## src/rtl/note_scheduler_pkg.sv

```systemverilog
// Shared encodings for the rhythm-game note path: mode controller codes,
// difficulty codes and the scheduler FSM states.
// Imported by note_scheduler, beat_timer and the mode controller.
package note_scheduler_pkg;

  localparam logic [2:0] MODE_IDLE   = 3'd1;
  localparam logic [2:0] MODE_EDIT   = 3'd2;
  localparam logic [2:0] MODE_DIFF   = 3'd3;
  localparam logic [2:0] MODE_RUN    = 3'd4;
  localparam logic [2:0] MODE_PAUSE  = 3'd5;
  localparam logic [2:0] MODE_FINISH = 3'd6;

  // Code 3 is also treated as hard.
  localparam logic [1:0] DIFF_EASY = 2'd0;
  localparam logic [1:0] DIFF_MED  = 2'd1;
  localparam logic [1:0] DIFF_HARD = 2'd2;

  typedef enum logic [1:0] {
    ST_CLEAR = 2'd0,
    ST_WAIT  = 2'd1,
    ST_FETCH = 2'd2,
    ST_SHIFT = 2'd3
  } state_e;

  // Modes outside RUN/PAUSE/FINISH (including illegal codes) wipe the song state.
  function automatic logic mode_clears(input logic [2:0] m);
    case (m)
      MODE_RUN, MODE_PAUSE, MODE_FINISH: return 1'b0;
      MODE_IDLE, MODE_EDIT, MODE_DIFF:   return 1'b1;
      default:                           return 1'b1;
    endcase
  endfunction

endpackage

```

## src/rtl/note_scheduler_beat_timer.sv

```systemverilog
// Purpose: 24-bit beat counter; period chosen by the latched difficulty.
// Latency: beat is combinational from the counter, high in the last count of a period.
// Backpressure: none; counting stops whenever enable is low, clear forces 0.
// Ports: clk, n_rst; enable (count this cycle), clear (sync zero),
//        period_sel (difficulty code); beat (one-cycle pulse on wrap).
module beat_timer
  import note_scheduler_pkg::*;
#(
  parameter int BEAT_EASY = 6000000,
  parameter int BEAT_MED  = 4000000,
  parameter int BEAT_HARD = 2000000
) (
  input  logic       clk,
  input  logic       n_rst,
  input  logic       enable,
  input  logic       clear,
  input  logic [1:0] period_sel,
  output logic       beat
);

  logic [23:0] cnt_q, cnt_d;
  logic [23:0] last_cnt;

  always_comb begin
    case (period_sel)
      DIFF_EASY: last_cnt = 24'(BEAT_EASY - 1);
      DIFF_MED:  last_cnt = 24'(BEAT_MED - 1);
      DIFF_HARD: last_cnt = 24'(BEAT_HARD - 1);
      default:   last_cnt = 24'(BEAT_HARD - 1);
    endcase
  end

  assign beat = enable && (cnt_q == last_cnt);

  always_comb begin
    cnt_d = cnt_q;
    if (clear)       cnt_d = '0;
    else if (enable) cnt_d = beat ? '0 : cnt_q + 24'd1;
  end

  always_ff @(posedge clk or negedge n_rst) begin
    if (!n_rst) cnt_q <= '0;
    else        cnt_q <= cnt_d;
  end

endmodule

```

## src/rtl/note_scheduler.sv

```systemverilog
// Purpose: per-beat fetch of a song lane pattern and shift of a 4-row note display.
// Latency: beat -> mem_rd next cycle -> row3 loaded the cycle after (beat period + 2 per row).
// Backpressure: PAUSE freezes only in WAIT; FINISH freezes everything; setup modes clear.
// Ports: clk, n_rst; mode (game mode), diff (difficulty, taken in DIFF);
//        mem_rd/mem_addr/mem_data (pattern memory, 1-cycle read); rows (row0 = [3:0]),
//        beat, note_count (rows shifted out), song_done.
module note_scheduler
  import note_scheduler_pkg::*;
#(
  parameter int BEAT_EASY = 6000000,
  parameter int BEAT_MED  = 4000000,
  parameter int BEAT_HARD = 2000000,
  parameter int SONG_LEN  = 41
) (
  input  logic        clk,
  input  logic        n_rst,
  input  logic [2:0]  mode,
  input  logic [1:0]  diff,
  output logic        mem_rd,
  output logic [5:0]  mem_addr,
  input  logic [3:0]  mem_data,
  output logic [15:0] rows,
  output logic        beat,
  output logic [5:0]  note_count,
  output logic        song_done
);

  localparam logic [5:0] LEN = 6'(SONG_LEN);

  state_e      state_q, state_d;
  logic [1:0]  diff_q;
  logic [5:0]  ptr_q;
  logic [15:0] rows_q;
  logic [5:0]  nc_q;
  logic        fvld_q;   // the FETCH just done issued a real read
  logic        clr;
  logic        frz;

  assign clr = mode_clears(mode);
  assign frz = (mode == MODE_FINISH);

  beat_timer #(
    .BEAT_EASY (BEAT_EASY),
    .BEAT_MED  (BEAT_MED),
    .BEAT_HARD (BEAT_HARD)
  ) u_beat_timer (
    .clk        (clk),
    .n_rst      (n_rst),
    .enable     ((state_q == ST_WAIT) && (mode == MODE_RUN)),
    .clear      (clr),
    .period_sel (diff_q),
    .beat       (beat)
  );

  always_ff @(posedge clk or negedge n_rst) begin
    if (!n_rst) state_q <= ST_CLEAR;
    else        state_q <= state_d;
  end

  always_comb begin
    state_d = state_q;
    if (clr) begin
      state_d = ST_CLEAR;
    end else if (!frz) begin
      case (state_q)
        ST_CLEAR: if (mode == MODE_RUN) state_d = ST_WAIT;
        ST_WAIT:  if (beat) state_d = ST_FETCH;
        ST_FETCH: state_d = ST_SHIFT;
        ST_SHIFT: state_d = ST_WAIT;
        default:  state_d = ST_CLEAR;
      endcase
    end
  end

  // Past the end of the song no read is issued; SHIFT then feeds blank rows.
  always_comb begin
    mem_rd   = (state_q == ST_FETCH) && !clr && !frz && (ptr_q < LEN);
    mem_addr = ptr_q;
  end

  always_ff @(posedge clk or negedge n_rst) begin
    if (!n_rst) begin
      diff_q <= DIFF_EASY;
      ptr_q  <= '0;
      rows_q <= '0;
      nc_q   <= '0;
      fvld_q <= 1'b0;
    end else begin
      if (mode == MODE_DIFF) diff_q <= diff;
      if (clr) begin
        ptr_q  <= '0;
        rows_q <= '0;
        nc_q   <= '0;
        fvld_q <= 1'b0;
      end else if (!frz) begin
        case (state_q)
          ST_FETCH: begin
            fvld_q <= mem_rd;
            if (mem_rd) ptr_q <= ptr_q + 6'd1;
          end
          ST_SHIFT: begin
            rows_q <= {(fvld_q ? mem_data : 4'b0), rows_q[15:4]};
            if (nc_q < LEN) nc_q <= nc_q + 6'd1;
          end
          default: ;
        endcase
      end
    end
  end

  assign rows       = rows_q;
  assign note_count = nc_q;
  assign song_done  = (nc_q == LEN);

endmodule

```

## config.mk

```make
export PLATFORM = sky130hd
export DESIGN_NAME = note_scheduler
export DESIGN_NICKNAME = d
export VERILOG_FILES = /design/src/rtl/note_scheduler_pkg.sv /design/src/rtl/note_scheduler_beat_timer.sv /design/src/rtl/note_scheduler.sv
export SDC_FILE = /design/constraint.sdc
export NUM_CORES = 1
export LEC_CHECK = 0
export ABC_AREA = 1
export BUFFER_PORTS_ARGS = -buffer_cell sky130_fd_sc_hd__clkbuf_2
export CAP_MARGIN = 10
export CORE_MARGIN = 4
export CORE_UTILIZATION = 55
export DETAILED_ROUTE_END_ITERATION = 16
export HOLD_SLACK_MARGIN = 0.03
export PLACE_DENSITY = 0.78
export SLEW_MARGIN = 30
export SYNTH_ARGS = -nofsm -noshare
export SYNTH_HDL_FRONTEND = slang
export SYNTH_SLANG_ARGS = --single-unit
```

## constraint.sdc

```tcl
create_clock -name clk -period 3.01 [get_ports clk]
set_input_delay 0.4515 -clock clk [delete_from_list [all_inputs] [get_ports clk]]
set_output_delay 0.4515 -clock clk [all_outputs]
set_load 0.01 [all_outputs]
```

### Yosys cells after proc, flatten, opt, wreduce, memory -nomap -nowiden

Cells that the tools add are included.

* register bits after elaboration: 57
* logic and storage cells: 68

* reduce and logical (&&, ||, !) cells: 14
* add/subtract/negate cells: 3
* eq/ne operators: 18
* $lt $le $gt $ge: 2
* mux-type cells: 24

Operators with widths (number)
* $mux W24: 3
* $mux W16: 3
* $mux W6: 8
* $pmux W23 S2: 1
* $add A24 B1 Y24 const B: 1
* $eq A24 B23 Y1: 1
* $add A6 B1 Y6 const B: 2
* $lt A6 B6 Y1 const B: 2
* $eq A3 B3 Y1 const B: 3
* $reduce_and A3 Y1: 3
* $mux W2: 4
* $pmux W2 S4: 1
* $eq A6 B6 Y1 const B: 1
* $ne A2 B1 Y1 const B: 3
* $ne A2 B2 Y1 const B: 3
* $logic_and A1 B1 Y1: 5
* $eq A2 B1 Y1 const B: 2
* $eq A2 B2 Y1 const B: 2
* $logic_not A2 Y1: 2
* $mux W4: 1
* $reduce_and A2 Y1: 2
* $eq A3 B2 Y1 const B: 1
* $mux W1: 3
* $ne A3 B2 Y1 const B: 1
* other kinds (3): 3

### Logic depth before layout (Yosys ltp)

* depth after elaboration: 9
* gate-level depth with buffers: 12
* gate-level depth less buffers: 12

### By module

Synthesis repeated with hierarchy kept, for this count alone.

* cells, all modules: 502
* area total of the unflattened synthesis: 3588.4 µm²

By module, submodules not included
* beat_timer: area an instance 1855.5 µm², instances 1, sequential area each 600.6 µm², cells each 302
* note_scheduler: area an instance 1732.9 µm², instances 1, sequential area each 825.8 µm², cells each 200

### Worst setup path before layout

OpenSTA, ideal clock, no wires.

* path type: reg2out
* from: register state_q[1]
* to: output beat
* stages on the path, launching flop included: 7
* path slack: 1.343 ns
* arrival time: 1.216 ns
* data required time: 2.558 ns
* path through: dfrtp_1 -> inv_1 -> ha_1 -> nand3_1 -> a21oi_1 -> nand3_1 -> nor2_1

* cells in the longest elaborated chain, start to end: 3

Ends and longest elaborated chain
* start, declared: RTL line note_scheduler.sv:30 `state_e state_q, state_d;`
* start signal, assigned: RTL line note_scheduler.sv:57 `else state_q <= state_d;`
* $eq A2 B1 Y1: RTL line note_scheduler.sv:49 `.enable ((state_q == ST_WAIT) && (mode == MODE_RUN)),`
* $logic_and A1 B1 Y1: RTL line note_scheduler.sv:49
* $logic_and A1 B1 Y1: RTL line note_scheduler_beat_timer.sv:33 `assign beat = enable && (cnt_q == last_cnt);`
* end, declared: RTL line note_scheduler.sv:23 `output logic beat,`

No other way between the ends.

### Final worst setup path

Ends and elaborated chain as after synthesis.

==> summary.md <==
| Metric | Value |
|---|---|
| CP startpoint | `state_q[1]$_DFFE_PN0P_` |
| Pre-CTS WS | `a little over 0.9 ns` |
| Synth Instances | `between 400 and 500` |
| Slowest CP cell | `dfrtp_1` |
| Number of nets in the layout | `slightly above 500` |
| CP Cell Sequence | `inv_1, ha_1, nand3_1, a21oi_1, nand3_1, nor2_1, clkbuf_2` |
| Routed vias | `3005` |
| CTS tree | `yes` |
| CP Data Required Time | `roughly 2.6 ns` |
| Clock-pin slew on the worst setup and hold paths | `around 0.07 ns` |
| Share of layout cells above drive strength 1 | `roughly 17%` |
| Post-synth top area share | `43.31%` |
| Hold Buf Count CTS | `0` |
| DR vias/cell | `~5.4` |
| CP Capture Type | `primary output` |
| Hold Crit Class | `in2async` |
| Peak VDD IR | `around 0.35 mV` |
| Initial antenna violation count | `0` |
| Cell with the most instances after synthesis | `nand2_1` |
| Non-filler cells, final | `between 500 and 600` |
| Pwr/cell area | `approximately 450 nW/um2` |
| WS Path Type | `reg2out` |
| Routed Antenna Nets | `0` |
| Vias in the first global route | `2894` |
| Layout fillers | `between 400 and 500` |
| RD Place Congestion | `0.9516` |
| Synth Cell Area | `~3300 um2` |
| Placement Rows | `27` |
| Die Width | `around 85 um` |
| Postcts setup bufs | `0` |
| Final Critical Period | `~2.4 ns` |
| Critical R2R Launch | `state_q[1]$_DFFE_PN0P_` |
| Antenna cells | `0` |
| Routed wire per std cell | `~13 um` |
| Routed met2 length | `approximately 3400 um` |
| Area Overhead vs Synth | `14.36%` |
| Worst-skew pair later-pin latency | `~0.33 ns` |
| Metal1 wirelength | `between 3000 and 4000 um` |
| Crit-path most repeated cell | `nand3_1` |
| Synth top area cells | `dfrtp_1, nand2_1, inv_1` |
| Inserted Clock Buffers | `9` |
| Root Driver | `clkbuf_8` |
| Pins Over Slew Limit | `0` |
| Clk sink count | `57` |
| Syn. warnings | `0` |
| Worst-path fanout max | `4` |
| Setup TNS | `0 ns` |
| CP Data Arrival Time | `about 1.9 ns` |
| Largest net degree at the start of global routing | `34` |
| RSZ-0062 raised after global routing | `no` |
| Global route overflow | `0` |
| Final HPWL DP | `approximately 5700 um` |
| CTS H-tree lvls | `3` |
| Ports | `42` |
| First-pass GRT wire length | `about 13000 um` |
| Sequential share of the synthesized area | `43.31%` |
| Mean Syn Cell Area | `around 7.5 um2` |
| Final setup vio count | `0` |
| Unique masters post-synth | `34` |
| Core Area | `~5600 um2` |
| Main flop type after synthesis | `dfrtp_1` |
| Met3 WL | `450 um` |
| Cts repair resizes | `0` |
| DR iter-0 viols | `~150` |
| Post-synth EDFFs | `0` |
| Pleak | `~1.8 nW` |
| Hold WS | `roughly 0.12 ns` |
| Post-synth top area cell | `dfrtp_1` |
| Final period utilization | `between 70 and 80%` |
| Clock Tree Buf Depth | `2` |
| Slew margin rel. | `between 50% and 60%` |
| Skew final | `between 0.01 and 0.015 ns` |
| Final Hold Fails | `0` |
| Total GRT Usage | `between 20% and 30%` |
| Die height | `85.38 um` |
| Drt pass-1 iters | `4` |
| Syn nets | `about 460` |
| Status | `finished, final reports clean` |
| Initial Util | `between 50 and 60%` |
| CP peak stage delay | `~0.42 ns` |
| DR top layer | `met4` |
| Remaining DRCs | `0` |
| Die ar. | `roughly 7300 um2` |
| Reg2Reg Depth | `11` |
| Worst Setup Start Kind | `register` |
| Top post-synthesis cells by count | `nand2_1, dfrtp_1, inv_1, nor2_1, nand3_1` |
| Routed Wire Length | `~7500 um` |
| Synth Register Bits | `57` |
| Max-cap violations | `0` |
| FF-to-FF setup slack | `~0.93 ns` |
| Final setup margin | `0.6549 ns` |
| Worst Max-Slew Pin Slew | `between 0.6 and 0.7 ns` |
| FFs w/ async S/R, synth | `100.0%` |
| RR Endpoint | `u_beat_timer.cnt_q[12]$_DFFE_PN0P_` |
| # port buffers | `around 40` |
| Placed Cells | `546` |
| Max Freq | `between 400 and 500 MHz` |
## metrics by stage
stage               utilization (%)  power (W)  cell area [um2]
CTS                           66.76   0.001701             3766
detailed placement            63.30  0.0009876             3571
global route                  66.76   0.001767             3766
global placement              63.30  0.0009806             3571
finish                        66.76   0.001687             3766
floorplan                         -  0.0009247             3293
## how the worst max path moves through the flow
| stage | end | slack, ns | cells after the start |
|---|---|---|---|
| after floorplan | beat | 1.34 | 6 |
| after global placement | u_beat_timer.cnt_q[14]$_DFFE_PN0P_ | 0.95 | 10 |
| after detailed placement | u_beat_timer.cnt_q[20]$_DFFE_PN0P_ | 0.92 | 12 |
| after CTS | beat | 0.63 | 7 |
| after global routing | beat | 0.49 | 7 |
| final | beat | 0.65 | 7 |
## power breakdown
group          switching [W]  internal, W
clock               0.000294     0.000420
sequential         0.0000191     0.000783
combinational       0.000119    0.0000501
total               0.000433      0.00125
## critical path, delay by kind of cell (launching register included)
kind / cells / cell delay, ns
simple gates: 3 / 0.47
flops: 1 / 0.42
buf+inv: 2 / 0.27
fa+ha+maj: 1 / 0.22
compound gates: 1 / 0.20
## cell type report
| class | count | area (um2) | share of cell area (%) |
|---|---|---|---|
| Multi-Input combinational cell | 311 | 1592 | 42.26 |
| Clock inverter | 3 | 40.04 | 1.063 |
| Tap cell | 72 | 90.09 | 2.392 |
| Sequential cell | 57 | 1426 | 37.87 |
| Clock buffer | 12 | 155.1 | 4.120 |
| Timing Repair Buffer | 44 | 227.7 | 6.047 |
| Inverter | 62 | 235.2 | 6.246 |
## registers in the layout, indices dropped and copies added (netlist names)
signal,cells
note_count,6
fvld_q,1
diff_q,2
rows,16
u_beat_timer.cnt_q,24
state_q,2
mem_addr,6
## metal layers
layer	global-route usage, %	vias to the layer above
li1	-	1491
met1	29.53	1403
met2	33.76	94
met3	4.757	17
met4	12.23	0
met5	0	-
## kinds of logic (layout without fill, tap and decap cells)
family          count (synthesis)  count (layout)  synth area share [%]
simple gates                  234             234                 32.45
buf+inv                        69             121                 8.359
flops                          57              57                 43.31
compound gates                 55              55                 8.777
fa+ha+maj                      11              11                 4.179
xor+xnor                       11              11                 2.925
## layout by cell type (no fill, tap or decap), types with 3 or more instances in the layout
cell | Yosys | layout
nand2_1 | 103 | 103
dfrtp_1 | 57 | 57
inv_1 | 55 | 55
nor2_1 | 47 | 47
clkbuf_2 | 0 | 41
nand3_1 | 40 | 40
o21ai_0 | 29 | 29
a21oi_1 | 20 | 20
nor3_1 | 13 | 13
ha_1 | 11 | 11
clkbuf_8 | 0 | 11
xor2_1 | 10 | 10
inv_2 | 6 | 6
nor2_2 | 5 | 5
nand4_1 | 5 | 5
nand2_2 | 5 | 5
nor2_4 | 4 | 4
nor3b_1 | 3 | 3
buf_4 | 0 | 3
(Power assumes the default switching activity.)
